### src/rtl/aes_pkg.sv
// Shared types for the AES inverse-cipher control sequencer: datapath
// operation codes, controller states and the largest supported round count.
package aes_pkg;

  localparam int AES_MAX_ROUNDS = 14;

  typedef enum logic [2:0] {
    DP_NOP       = 3'd0,
    DP_INV_SHIFT = 3'd1,
    DP_INV_SUB   = 3'd2,
    DP_ADD_KEY   = 3'd3,
    DP_INV_MIX   = 3'd4
  } dp_op_e;

  typedef enum logic [3:0] {
    ST_IDLE        = 4'd0,
    ST_KEYEXP_GO   = 4'd1,
    ST_KEYEXP_WAIT = 4'd2,
    ST_ADDK0       = 4'd3,
    ST_SHIFT       = 4'd4,
    ST_SUB         = 4'd5,
    ST_ADDK        = 4'd6,
    ST_MIX         = 4'd7,
    ST_DONE        = 4'd8
  } aes_state_e;

endpackage

### src/rtl/aes_inv_cipher_sequencer.sv
// Control FSM for the shared AES decryption round datapath: starts key
// expansion, then steps InvShiftRows/InvSubBytes/AddRoundKey/InvMixColumns per round.
module aes_inv_cipher_sequencer
  import aes_pkg::*;
#(
  parameter int NUM_ROUNDS = 10,
  parameter int SUB_CYCLES = 1
) (
  input  logic       clk_clk,
  input  logic       reset_reset_n,
  input  logic       start,
  input  logic       key_ready,
  output logic       keyexp_start,
  output logic [2:0] dp_op,
  output logic       dp_we,
  output logic [3:0] key_idx,
  output logic [1:0] mix_col,
  output logic       busy,
  output logic       done
);

  localparam logic [3:0] NR       = 4'(NUM_ROUNDS);
  localparam logic [1:0] SUB_LAST = 2'(SUB_CYCLES - 1);

  aes_state_e state_q, state_d;
  logic [3:0] r_q, r_d;
  logic [1:0] col_q, col_d;
  logic [1:0] sub_q, sub_d;

  logic       keyexp_start_q, keyexp_start_d;
  dp_op_e     dp_op_q, dp_op_d;
  logic       dp_we_q, dp_we_d;
  logic [3:0] key_idx_q, key_idx_d;
  logic [1:0] mix_col_q, mix_col_d;
  logic       busy_q, busy_d;
  logic       done_q, done_d;

  // Next state and counters, then Moore outputs decoded from the next state
  // so the registered outputs line up with the cycle the state is occupied.
  always_comb begin
    state_d        = state_q;
    r_d            = r_q;
    col_d          = col_q;
    sub_d          = sub_q;
    keyexp_start_d = 1'b0;
    dp_op_d        = DP_NOP;
    dp_we_d        = 1'b0;
    key_idx_d      = key_idx_q;
    mix_col_d      = 2'd0;
    busy_d         = 1'b0;
    done_d         = 1'b0;

    case (state_q)
      ST_IDLE: begin
        if (start) begin
          state_d = ST_KEYEXP_GO;
          r_d     = NR;
          col_d   = 2'd0;
          sub_d   = 2'd0;
        end else begin
          state_d = ST_IDLE;
        end
      end
      // key_ready is not looked at here: it may still be high from the last block.
      ST_KEYEXP_GO: state_d = ST_KEYEXP_WAIT;
      ST_KEYEXP_WAIT: begin
        if (key_ready) state_d = ST_ADDK0;
        else           state_d = ST_KEYEXP_WAIT;
      end
      ST_ADDK0: begin
        r_d     = NR - 4'd1;
        state_d = ST_SHIFT;
      end
      ST_SHIFT: begin
        sub_d   = 2'd0;
        state_d = ST_SUB;
      end
      ST_SUB: begin
        if (sub_q == SUB_LAST) begin
          sub_d   = 2'd0;
          state_d = ST_ADDK;
        end else begin
          sub_d   = sub_q + 2'd1;
          state_d = ST_SUB;
        end
      end
      ST_ADDK: begin
        if (r_q == 4'd0) begin
          state_d = ST_DONE;
        end else begin
          col_d   = 2'd0;
          state_d = ST_MIX;
        end
      end
      ST_MIX: begin
        col_d = col_q + 2'd1;
        if (col_q == 2'd3) begin
          r_d     = r_q - 4'd1;
          state_d = ST_SHIFT;
        end else begin
          state_d = ST_MIX;
        end
      end
      ST_DONE: begin
        if (!start) state_d = ST_IDLE;
        else        state_d = ST_DONE;
      end
      default: state_d = ST_IDLE;
    endcase

    case (state_d)
      ST_IDLE:        busy_d = 1'b0;
      ST_KEYEXP_GO: begin
        keyexp_start_d = 1'b1;
        busy_d         = 1'b1;
      end
      ST_KEYEXP_WAIT: busy_d = 1'b1;
      ST_ADDK0: begin
        dp_op_d   = DP_ADD_KEY;
        dp_we_d   = 1'b1;
        key_idx_d = NR;
        busy_d    = 1'b1;
      end
      ST_SHIFT: begin
        dp_op_d = DP_INV_SHIFT;
        dp_we_d = 1'b1;
        busy_d  = 1'b1;
      end
      ST_SUB: begin
        dp_op_d = DP_INV_SUB;
        dp_we_d = (sub_d == SUB_LAST);
        busy_d  = 1'b1;
      end
      ST_ADDK: begin
        dp_op_d   = DP_ADD_KEY;
        dp_we_d   = 1'b1;
        key_idx_d = r_d;
        busy_d    = 1'b1;
      end
      ST_MIX: begin
        dp_op_d   = DP_INV_MIX;
        dp_we_d   = 1'b1;
        mix_col_d = col_d;
        busy_d    = 1'b1;
      end
      ST_DONE:        done_d = 1'b1;
      default:        busy_d = 1'b0;
    endcase
  end

  // State, counters and registered outputs.
  always_ff @(posedge clk_clk or negedge reset_reset_n) begin
    if (!reset_reset_n) begin
      state_q        <= ST_IDLE;
      r_q            <= NR;
      col_q          <= 2'd0;
      sub_q          <= 2'd0;
      keyexp_start_q <= 1'b0;
      dp_op_q        <= DP_NOP;
      dp_we_q        <= 1'b0;
      key_idx_q      <= 4'd0;
      mix_col_q      <= 2'd0;
      busy_q         <= 1'b0;
      done_q         <= 1'b0;
    end else begin
      state_q        <= state_d;
      r_q            <= r_d;
      col_q          <= col_d;
      sub_q          <= sub_d;
      keyexp_start_q <= keyexp_start_d;
      dp_op_q        <= dp_op_d;
      dp_we_q        <= dp_we_d;
      key_idx_q      <= key_idx_d;
      mix_col_q      <= mix_col_d;
      busy_q         <= busy_d;
      done_q         <= done_d;
    end
  end

  assign keyexp_start = keyexp_start_q;
  assign dp_op        = dp_op_q;
  assign dp_we        = dp_we_q;
  assign key_idx      = key_idx_q;
  assign mix_col      = mix_col_q;
  assign busy         = busy_q;
  assign done         = done_q;

endmodule

### config.mk
export PLATFORM = sky130hd
export DESIGN_NAME = aes_inv_cipher_sequencer
export DESIGN_NICKNAME = d
export VERILOG_FILES = /design/src/rtl/aes_pkg.sv /design/src/rtl/aes_inv_cipher_sequencer.sv
export SDC_FILE = /design/constraint.sdc
export NUM_CORES = 1
export LEC_CHECK = 0
export BUFFER_PORTS_ARGS = -buffer_cell sky130_fd_sc_hd__buf_2
export CORE_UTILIZATION = 44
export CTS_CLUSTER_DIAMETER = 150
export DETAILED_ROUTE_END_ITERATION = 12
export GPL_TIMING_DRIVEN = 0
export PLACE_DENSITY = 0.62
export SLEW_MARGIN = 10
export SYNTH_ARGS = -nofsm -noshare
export SYNTH_HDL_FRONTEND = slang
export SYNTH_SLANG_ARGS = --single-unit
### constraint.sdc
create_clock -name clk_clk -period 2.2 [get_ports clk_clk]
set_input_delay 0.22 -clock clk_clk [delete_from_list [all_inputs] [get_ports clk_clk]]
set_output_delay 0.22 -clock clk_clk [all_outputs]
set_load 0.02 [all_outputs]
==> run_results.csv <==
group,metric,value,unit
floorplanning,floorplan.core_area,2570,um^2
clock_network,clk_transition_reported_paths,0.13,ns
drt,drt_iter0_markers,25,
critical_path,crit_fanout,10,
critical_path,critical_path.slowest_cell,"sky130_fd_sc_hd__nor4b_1",
floorplanning,die_area,3050,um^2
place,gp_congestion,0.887,
clock_network,cts_max_path_buffers,2,
critical_path,worstPathCellList,"clkbuf_1 > nor4b_1 > nand2_1 > o22a_1",
drt,post-route-drc-count,0,
sta,grt_setup_unrepaired,"no",
sta,finalCritPeriodShare,89.1,%
power_and_ir_drop,cellPowerDensity,1420,nW/um^2
finish,fin_nets,151,
critical_path,cp_slowest_stage_delay,0.79,ns
finish,multi_input_comb_area,551,um^2
grt,first_global_vias,999,
sta,post-route-worst-setup-slack,0.239,ns
sta,hold_viol_final,0,
critical_path,regToRegStartpoint,"state_q[0]",
power_and_ir_drop,power.static_leakage,0.676,nW
clock_network,tritoncts_clock_tree,"done",
finish,share_of_cells_above_drive_strength_1,20.4,%
critical_path,timing.critical_path.arrival,2.19,ns
synth,syn_avg_cell_area,10.3,um^2
floorplanning,num_rows,18,
synth,synth_area_leader_cell,"sky130_fd_sc_hd__dfrtp_1",
drt,drt_pre_antenna_iters,4,
synth,synth.ff_latch_count,25,
finish,number_of_fill_cells_in_the_layout,256,
hold_path,min_path_type,"in2reg",
sta,max_slew_margin,38.8,%
drt,drt_wl_total,2640,um
floorplanning,die_width,55.2,um
critical_path,crit_path_end,"key_idx[1]",
sta,max_slew_violation_count,0,
sta,finalSetupViolations,0,
sta,tightest_slew,0.906,ns
critical_path,critical_path.startpoint,"state_q[0]",
clock_network,h-tree-depth,1,
drt,viasPerCell,6.02,
job,max_capacitance_violation_count,0,
power_and_ir_drop,ir_worst_vdd,0.000868,V
grt,largest_net_degree_at_the_start_of_global_routing,26,
power_and_ir_drop,finalPower,0.00199,W
critical_path,crit_required,2.42,ns
clock_network,clk-insertion-delay-late,0.32,ns
floorplanning,floorplan.die.height,55.2,um
clock_network,ctsRootBufferMaster,"sky130_fd_sc_hd__clkbuf_4",
critical_path,reg2reg_setup_slack,0.24,ns
sta,maxClockFrequency,510,MHz
synth,synthesis.area,1240,um^2
clock_network,cts_num_sinks,25,
place,pre_cts_slack,0.315,ns
finish,n_antenna_cell,0,
sta,clock-skew-final,0.00410,ns
synth,postSynthCellCount,121,
clock_network,cts_inserted_buffers,3,
synth,ys_top_cells_by_area,"sky130_fd_sc_hd__dfrtp_1 46%, sky130_fd_sc_hd__dfstp_2 4.2%, sky130_fd_sc_hd__ha_1 4.0%",
sta,totalNegativeSetupSlack,0,ns
synth,yosys_warning_total,0,
critical_path,reg2reg_to,"key_idx[1]",
finish,final_cell_mix,"23 x sky130_fd_sc_hd__dfrtp_1, 18 x sky130_fd_sc_hd__buf_2, 10 x sky130_fd_sc_hd__nor2_1",
synth,area_share_of_the_largest_cell_type_after_synthesis,46.2,%
sta,post-route-min-period,1.96,ns
grt,grt_first_pass_wirelength,4690,um
finish,final_common_cell,"sky130_fd_sc_hd__dfrtp_1",
drt,avgRoutedWirePerCell,15.3,um
critical_path,endpoint_kind,"flop",
critical_path,worstSetupPathType,"reg2reg",
finish,area.growth.synth_to_final,12.5,%
critical_path,cp-start-kind,"flop",
finish,sequential_cell_area,628,um^2
grt,globalRouteOverflowTotal,0,
grt,track_usage,21.9,%
synth,synth.lib_cells_used.distinct,41,
place,hpwlAfterDp,1970,um
outcome,status,"complete, no violations",
drt,dr_total_vias,1035,
drt,ant_nets,0,
synth,seq_area_frac_synth,50.5,%
grt,grt_antenna_before_repair,0,
synth,synth_fp_nets,129,
hold_path,holdPathStages,3,
place,buffer_ports.inserted,16,
floorplanning,ios,17,
floorplanning,initial_core_util,48.5,%
clock_network,post_cts.resized_instances,0,
critical_path,worstRegToRegCells,4,
logic make-up (layout without fill, tap and decap cells):
family / after synthesis / count (layout) / synth area share, %
muxes: 2 / 2 / 1.71
buffers and inverters: 15 / 36 / 5.33
adders and majority gates: 4 / 4 / 4.02
DFF: 25 / 25 / 50.5
AOI/OAI and AO/OA: 33 / 33 / 18.5
and+or+nand+nor: 42 / 42 / 20.0
metal layers:
metal / part of all wire (%) / vias to the layer above / global-route usage, %
li1: - / 483 / -
met1: 46 / 517 / 30.6
met2: 46 / 29 / 32.9
met3: 5.4 / 6 / 2.46
met4: 2.1 / 0 / 11.7
met5: 0 / - / 0
Yosys cell counts, drive strengths merged:
| master | instances |
|---|---|
| o31ai | 1 |
| a31oi | 3 |
| a21oi | 6 |
| and3 | 3 |
| nor4bb | 1 |
| or4b | 2 |
| o21ai | 6 |
| inv | 7 |
| a211o | 2 |
| o2111ai | 1 |
| mux2i | 1 |
| o22a | 2 |
| or2 | 1 |
| a21o | 3 |
| o311ai | 1 |
| ha | 4 |
| o21ba | 1 |
| nand2 | 8 |
| mux2 | 1 |
| o21a | 1 |
| nor4b | 4 |
| nand4b | 2 |
| a22o | 1 |
| nand3 | 3 |
| clkbuf | 5 |
| a32o | 2 |
| nor3b | 2 |
| dfrtp | 23 |
| nor3 | 2 |
| a2bb2oi | 1 |
| o21bai | 1 |
| buf | 3 |
| nand4bb | 1 |
| dfstp | 2 |
| and2 | 1 |
| nor2 | 10 |
| nand4 | 1 |
| o22ai | 1 |
| nor2b | 1 |
per-stage QoR:
step / hold WS, ns / instance area (um^2) / std cells / utilization [%]
2_1_floorplan: -0.0756 / 1240 / 121 / -
3_3_place_gp: 0.227 / 1360 / 167 / 53.1
3_5_place_dp: 0.233 / 1360 / 167 / 53.1
4_1_cts: 0.293 / 1400 / 172 / 54.5
5_1_grt: 0.308 / 1400 / 172 / 54.5
6_report: 0.305 / 1400 / 172 / 54.5
state kept, by name, indices dropped and copies added, names as in the netlist:
signal	cells
busy	1
col_q	2
done	1
dp_op	3
dp_we	1
key_idx	4
keyexp_start	1
mix_col	2
r_q	4
state_q	4
sub_q	2
layout make-up:
class                   instances  share of cell area, %
flip-flops and latches         25                   44.9
clock buffers                   3                   1.61
multi-input cells              81                   39.3
well taps                      30                   2.68
repair buffers                 17                   6.43
clock inverters                 1                  0.357
inverters                       7                   1.88
plain buffers                   8                   2.86
power breakdown:
part	total, W	leakage [nW]	switching (W)	internal, W
clock network	0.000202	0.0177	0.000134	0.0000681
registers	0.000732	0.304	0.0000871	0.000645
logic	0.00105	0.354	0.000646	0.000408
worst min path at each step:
stage	startpoint	to	slack [ns]
after floorplan	reset_reset_n	busy	-0.08
after global placement	reset_reset_n	mix_col[1]	0.23
after detailed placement	reset_reset_n	mix_col[1]	0.23
after CTS	start	r_q[3]	0.29
after global routing	key_ready	state_q[0]	0.31
final	start	r_q[3]	0.30
critical path, delay by kind of cell, from the launching register on:
kind,cells,cell delay (ns)
AOI/OAI and AO/OA,1,0.20
buffers and inverters,1,0.31
DFF,1,0.38
and+or+nand+nor,2,0.98
what timing repair did:
item                                   4_1_cts  5_1_grt
endpoints found under the hold margin       23        0
hold buffers                                 1        0
setup buffers                                0        0
Power figures use the tool's default switching activity.
